## src/rtl/cdc_bus_sender.sv

```systemverilog
// Purpose : source half of a toggle-handshake multi-bit CDC; holds one word stable on xferData and flags it with an xferReq toggle.
// Latency : word on xferData at the accept edge, xferReq toggles one edge later, dataReady returns SYNC_STAGES+1 edges after xferAck toggles.
// Backpr. : dataReady low from accept until the synchronized ack matches xferReq; dataValid is ignored in that window.
//
// Ports:
//   clk, rst_n              source clock, async active-low reset
//   dataIn/dataValid/dataReady   valid/ready input stream
//   xferData/xferReq        registered bus + request toggle to the destination
//   xferAck                 asynchronous acknowledge toggle from the destination
//   busy                    transfer outstanding (LOAD or WAIT_ACK)
//   timeoutPulse/Flag       WAIT_ACK timeout event / sticky status
//   protoErr                sticky: ack moved while no request was outstanding
//   clearStatus             synchronous clear of the sticky flags (a new set wins)
module cdc_bus_sender #(
    parameter int DATA_WIDTH     = 8,
    parameter int SYNC_STAGES    = 2,     // 2..4
    parameter int TIMEOUT_CYCLES = 1024   // 0 disables, max 65535
) (
    input  logic                  clk,
    input  logic                  rst_n,
    input  logic [DATA_WIDTH-1:0] dataIn,
    input  logic                  dataValid,
    output logic                  dataReady,
    output logic [DATA_WIDTH-1:0] xferData,
    output logic                  xferReq,
    input  logic                  xferAck,
    output logic                  busy,
    output logic                  timeoutPulse,
    output logic                  timeoutFlag,
    output logic                  protoErr,
    input  logic                  clearStatus
);

    typedef enum logic [1:0] {
        IDLE     = 2'd0,
        LOAD     = 2'd1,
        WAIT_ACK = 2'd2
    } state_t;

    localparam bit             TO_EN   = (TIMEOUT_CYCLES != 0);
    localparam logic [15:0]    TO_LAST = 16'(TO_EN ? TIMEOUT_CYCLES - 1 : 0);

    state_t                  state_q, state_d;
    logic [DATA_WIDTH-1:0]   data_q, data_d;
    logic                    req_q, req_d;
    logic [15:0]             cnt_q, cnt_d;
    logic                    ready_q, ready_d;
    logic                    busy_q, busy_d;
    logic                    to_pulse_q, to_pulse_d;
    logic                    to_flag_q, to_flag_d;
    logic                    perr_q, perr_d;
    logic                    ack_prev_q;

    (* ASYNC_REG = "TRUE" *) (* keep = "true" *)
    logic [SYNC_STAGES-1:0]  ack_sync_q;

    logic ack_s;
    logic ack_match;
    logic ack_moved;
    logic perr_set;
    logic to_set;

    assign ack_s     = ack_sync_q[SYNC_STAGES-1];
    assign ack_match = (ack_s == req_q);
    // ack_prev_q trails ack_s by one cycle, so any change of the synchronized
    // ack shows up here for exactly one cycle.
    assign ack_moved = ack_s ^ ack_prev_q;
    assign perr_set  = ack_moved && (state_q != WAIT_ACK);

    always_ff @(posedge clk or negedge rst_n) begin
        if (!rst_n) begin
            state_q    <= IDLE;
            data_q     <= '0;
            req_q      <= 1'b0;
            cnt_q      <= '0;
            ready_q    <= 1'b0;
            busy_q     <= 1'b0;
            to_pulse_q <= 1'b0;
            to_flag_q  <= 1'b0;
            perr_q     <= 1'b0;
            ack_prev_q <= 1'b0;
            ack_sync_q <= '0;
        end else begin
            state_q    <= state_d;
            data_q     <= data_d;
            req_q      <= req_d;
            cnt_q      <= cnt_d;
            ready_q    <= ready_d;
            busy_q     <= busy_d;
            to_pulse_q <= to_pulse_d;
            to_flag_q  <= to_flag_d;
            perr_q     <= perr_d;
            ack_prev_q <= ack_s;
            ack_sync_q <= {ack_sync_q[SYNC_STAGES-2:0], xferAck};
        end
    end

    always_comb begin
        state_d    = state_q;
        data_d     = data_q;
        req_d      = req_q;
        cnt_d      = cnt_q;
        to_set     = 1'b0;

        unique case (state_q)
            IDLE: begin
                // ready_q gates the accept so the first edge after reset
                // only raises dataReady.
                if (dataValid && ready_q) begin
                    data_d  = dataIn;
                    state_d = LOAD;
                end
            end
            LOAD: begin
                // Data has been stable for a full cycle before the toggle.
                req_d   = ~req_q;
                cnt_d   = '0;
                state_d = WAIT_ACK;
            end
            WAIT_ACK: begin
                if (ack_match) begin
                    state_d = IDLE;
                end else if (TO_EN) begin
                    // Counter runs one past TO_LAST and then holds, so the
                    // timeout fires once per transfer.
                    if (cnt_q <= TO_LAST) begin
                        cnt_d = cnt_q + 16'd1;
                    end
                    to_set = (cnt_q == TO_LAST);
                end
            end
            default: state_d = IDLE;
        endcase

        ready_d    = (state_d == IDLE);
        busy_d     = (state_d != IDLE);
        to_pulse_d = to_set;

        to_flag_d = to_flag_q;
        perr_d    = perr_q;
        if (clearStatus) begin
            to_flag_d = 1'b0;
            perr_d    = 1'b0;
        end
        if (to_set) begin
            to_flag_d = 1'b1;
        end
        if (perr_set) begin
            perr_d = 1'b1;
        end
    end

    assign dataReady    = ready_q;
    assign xferData     = data_q;
    assign xferReq      = req_q;
    assign busy         = busy_q;
    assign timeoutPulse = to_pulse_q;
    assign timeoutFlag  = to_flag_q;
    assign protoErr     = perr_q;

endmodule

```

## config.mk

```make
export PLATFORM = sky130hd
export DESIGN_NAME = cdc_bus_sender
export DESIGN_NICKNAME = d
export VERILOG_FILES = /design/src/rtl/cdc_bus_sender.sv
export SDC_FILE = /design/constraint.sdc
export NUM_CORES = 1
export LEC_CHECK = 0
export CAP_MARGIN = 30
export CORE_ASPECT_RATIO = 1.2
export CORE_MARGIN = 3
export CORE_UTILIZATION = 49
export DETAILED_ROUTE_END_ITERATION = 7
export GPL_TIMING_DRIVEN = 0
export PLACE_DENSITY_LB_ADDON = 0.2
export SLEW_MARGIN = 20
export SYNTH_ARGS = -nofsm -noshare
export SYNTH_HDL_FRONTEND = slang
export SYNTH_SLANG_ARGS = --single-unit
```

## constraint.sdc

```tcl
create_clock -name clk -period 3.5 [get_ports clk]
set_input_delay 0.7 -clock clk [delete_from_list [all_inputs] [get_ports clk]]
set_output_delay 0.7 -clock clk [all_outputs]
set_load 0.005 [all_outputs]
```

### Word level (Yosys, flattened, before mapping)

Index checks and enable logic that the tools add are counted.

| word-level totals | value |
|---|---|
| word-level logic and storage cells | 43 |
| output and inout bits | 14 |
| flip-flop bits (word level) | 35 |
| input bits | 13 |

| operators by class | value |
|---|---|
| mux-type cells | 11 |
| eq/ne operators | 7 |
| magnitude comparators | 1 |
| add/sub/neg operators | 1 |
| bitwise gates (word level) | 2 |
| reductions and logical operators | 10 |

Operators with widths:

| kind | count |
|---|---|
| two-way mux 16 bit | 2 |
| case mux 16 bit (2 select lines) | 1 |
| adder 16 x 1 -> 16 bit (second input constant) | 1 |
| == test 16 x 10 -> 1 bit (second input constant) | 1 |
| less-or-equal comparator 16 x 10 -> 1 bit (second input constant) | 1 |
| nonzero test 2 bit | 4 |
| != test 2 bit (second input constant) | 3 |
| case mux 2 bit (3 select lines) | 1 |
| two-way mux 1 bit | 5 |
| logical NOT 2 bit | 2 |
| two-way mux 2 bit | 2 |
| AND reduction 3 bit | 1 |
| == test 2 x 1 -> 1 bit (second input constant) | 1 |
| == test 2 bit (second input constant) | 1 |
| logical AND 1 bit | 2 |
| AND reduction 2 bit | 1 |
| == test 1 bit | 1 |
| inverter 1 bit | 1 |
| XOR 1 bit | 1 |

### Logic depth before layout (Yosys ltp)

| logic depth | value |
|---|---|
| word-level depth | 4 |
| mapped depth | 6 |

### Least setup slack after synthesis

Ideal clock, no wire load.

| path | value |
|---|---|
| kind | reg-to-reg |
| start point | register cnt_q[13] |
| end point | register cnt_q[6] |
| buffers on the path | 1 |
| arrival time | 1.374 ns |
| stages on the path, launching flop included | 6 |
| setup time | 0.140 ns |
| slack | 1.987 ns |
| cells stage by stage | dfrtp_1 -> nor4_4 -> nand4_1 -> buf_2 -> o311ai_0 -> o41ai_1 |

| between the ends | value |
|---|---|
| word-level cells in the longest chain between the ends | 3 |

RTL lines:

| what | line | text |
|---|---|---|
| from (decl) | 46 | `logic [15:0] cnt_q, cnt_d;` |
| from (signal assigned) | 87 | `cnt_q <= cnt_d;` |
| less-or-equal comparator 16 x 10 -> 1 bit | 126 | `if (cnt_q <= TO_LAST) begin` |
| != test 2 bit (no line) | - |  |
| AND reduction 3 bit (no line) | - |  |

No other way between the ends.
A chain may end at the register's enable or synchronous reset.

### Worst setup path in the final report

| path | value |
|---|---|
| start point | register req_q (netlist: xferReq) |
| end point | output port xferReq |

RTL lines:

| what | line | text |
|---|---|---|
| from (decl) | 45 | `logic req_q, req_d;` |
| from (signal assigned) | 86 | `req_q <= req_d;` |
| to (decl) | 25 | `output logic xferReq,` |

No word-level cell between the ends.

==> impl_metrics.csv <==
group,metric,value,unit
floorplan,top_level_ports,27,
pwr,p_per_area,648,mW/mm2
pwr,leakagePower,0.000839,uW
layout,area_delta_synth_final,26.7,%
sta,skew,0.00936,ns
critical_path,critPathSlowestCell,"clkdlybuf4s50_1",
route,dr.first_iter.drc_count,27,
clock_tree,clk_pin_slew,0.10,ns
critical_path,reg2reg_depth,5,
floorplan,fp.dieArea,0.00371,mm2
route,firstDrtPassIters,4,
critical_path,critPathBufInv,1,
sta,relSlewSlack,69.0,%
critical_path,cp_top_family,"buffers and inverters",
critical_path,r2r-start,"cnt_q[13]$_DFFE_PN0P_",
synth,yosys-top-cells-area,"dfrtp_1 (59%), mux2_2 (6.1%), nand2_1 (3.3%)",
grt,antenna_found_initial,0,
floorplan,core,0.00284,mm2
synth,synth_seq_cells,35,
sta,tightest_slew,0.460,ns
clock_tree,ctsHoldBuffers,0,
sta,grt_setup_unrepaired,"no",
layout,utilization,65.9,%
clock_tree,root_buffer,"clkbuf_4",
synth,synth.distinct_cells,36,
critical_path,crit_required,2.80,ns
sta,hold_viol,0,
grt,grt_pass1_wl,4950,um
clock_tree,clock_sinks,35,
floorplan,die_w,56.1,um
clock_tree,post_cts_resized,0,
critical_path,arrival,1.27,ns
route,ant_nets,0,
floorplan,rows,21,
route,drt_drc_violations_left,0,
grt,grt_pass1_vias,1085,
layout,layout.cells.non_filler,195,
pwr,ir_worst_vdd,0.461,mV
synth,syn_inst,126,
critical_path,cpPeakStageDelay,0.53,ns
min_path,hp-class,"primary input to asynchronous set/reset pin",
place,place.port_buffers,26,
floorplan,start_util,52.0,%
critical_path,r2r_setup_slack,1.68,ns
clock_tree,post_cts_buffers,0,
route,wl,2890,um
grt,overflow,0,
clock_tree,clock_latency,0.34,ns
route,num_vias,1087,
synth,synth.top_cell.area_share,59.4,%
layout,drive_gt1_share,14.3,%
sta,period_share,56.2,%
grt,grt_use_total,17.8,%
synth,synth_top_cell_by_area,"dfrtp_1",
place,gp_congestion,0.739,
critical_path,startpoint,"xferReq$_DFFE_PN0P_",
place,dp.final_hpwl,2160,um
critical_path,path_cells,"clkdlybuf4s50_1",
run,drv_cap,0,
pwr,p_total,1210,uW
synth,synth_nets,140,
critical_path,crit_type,"register to primary output",
synth,ys_warn_count,0,
critical_path,cp-end-kind,"primary output",
sta,slew_violations,0,
grt,grt_max_degree,26,
layout,final_common_cell,"dfrtp_1",
place,place_inst,187,
synth,syn-cell-area,0.00148,mm2
critical_path,crit_fanout,3,
clock_tree,htreeDepth,2,
sta,post-route-min-period,1.97,ns
route,top_layer,"met4",
route,drt-met1-wl,1230,um
route,wl_per_cell,14.8,um
route,vias_per_cell,5.57,
sta,fin_tns_setup,0,ns
run_status,status,"completed",
sta,timing.fmax,508,MHz
route,wl_met2,1410,um
layout,most-common-layout-cells,"dfrtp_1 (35), clkdlybuf4s50_1 (25), nand2_1 (13), nor2_1 (8), mux2_2 (8)",
synth,synth.avg_cell_area,11.7,um2
sta,setup_viol,0,
clock_tree,numCtsBuffers,5,
route,wl_met3,146,um
critical_path,cp-start-kind,"register",
layout,layout.nets,174,
critical_path,r2r_end,"cnt_q[10]$_DFFE_PN0P_",
clock_tree,cts_tree,"built",
synth,synth.yosys.seq_area_share,59.4,%
clock_tree,clk_path_buf_depth,2,
layout,num_antenna_cells,0,
floorplan,die_y,66.1,um
[registers in the layout, indices dropped and copies added (netlist names), 2 cells and up]
register and flops:
state_q 2, ack_sync_q 2, xferData 8, cnt_q 16
[area by class of cell]
type / instances / area (um2)
Fill cell: 221 / 968
Sequential cell: 35 / 876
Multi-Input combinational cell: 84 / 569
Timing Repair Buffer: 27 / 283
Clock buffer: 8 / 68.8
Tap cell: 34 / 42.5
Buffer: 4 / 18.8
Inverter: 3 / 11.3
[through the flow]
step           setup slack (ns)  hold slack, ns  instance area, um2
3_3_place_gp               1.03           0.335                1780
4_1_cts                    1.51           0.230                1870
2_1_floorplan              1.99           0.331                1480
3_5_place_dp               1.47           0.340                1800
6_report                   1.53           0.235                1870
5_1_grt                    1.46           0.236                1870
[how the worst max path moves through the flow]
stage	to	slack, ns	cells past startpoint
finish	xferReq	1.53	1
global route	xferReq	1.46	1
CTS	xferReq	1.51	1
detailed placement	xferData[3]$_DFFE_PN0P_	1.47	4
global placement	xferData[7]$_DFFE_PN0P_	1.03	1
floorplan	cnt_q[6]$_DFFE_PN0P_	1.99	5
[power breakdown]
group          total (uW)  switching [uW]  internal [uW]
Combinational         414             178            236
Clock                 246             128            118
Sequential            552            57.5            494
Total                1210             363            849
[worst register-to-register path, stage by stage (launching register included)]
cell,delay [ns]
dfrtp_1,0.42
nor4_4,0.35
nand4_1,0.23
buf_2,0.24
nor4_1,0.37
o21a_1,0.16
[cells by family after synthesis]
family / count (synthesis) / synth area share [%]
simple gates: 50 / 18.8
flops: 35 / 59.4
compound gates: 20 / 9.67
mux: 10 / 7.46
buf+inv: 7 / 2.04
xor+xnor: 3 / 1.78
fa+ha+maj: 1 / 0.848
[layer usage]
metal | vias to the layer above | global-route usage (%)
li1 | 520 | -
met1 | 522 | 21.0
met2 | 33 | 27.9
met3 | 12 | 5.86
met4 | 0 | 11.6
met5 | - | 0
[synth_stat cells]
master	n
nand2b_1	2
mux2_2	8
inv_1	3
o311ai_0	1
xnor2_1	2
clkbuf_1	1
a21o_1	1
nand4_1	3
ha_1	1
and2b_1	1
nand3b_1	1
o41ai_1	1
a41o_1	1
o31ai_1	2
nand2_1	13
mux2i_1	2
nor4_4	1
dfrtp_1	35
or2_2	2
xor2_1	1
a21oi_1	3
or4_1	1
or3_1	1
a311o_1	1
nand3_1	5
and2_1	6
o21ai_0	3
nor4_1	2
and3_1	2
buf_2	3
nor2_1	8
and4_1	2
o21a_1	1
a31oi_1	1
o2bb2ai_1	1
o211ai_1	4
Power figures use the tool's default switching activity.
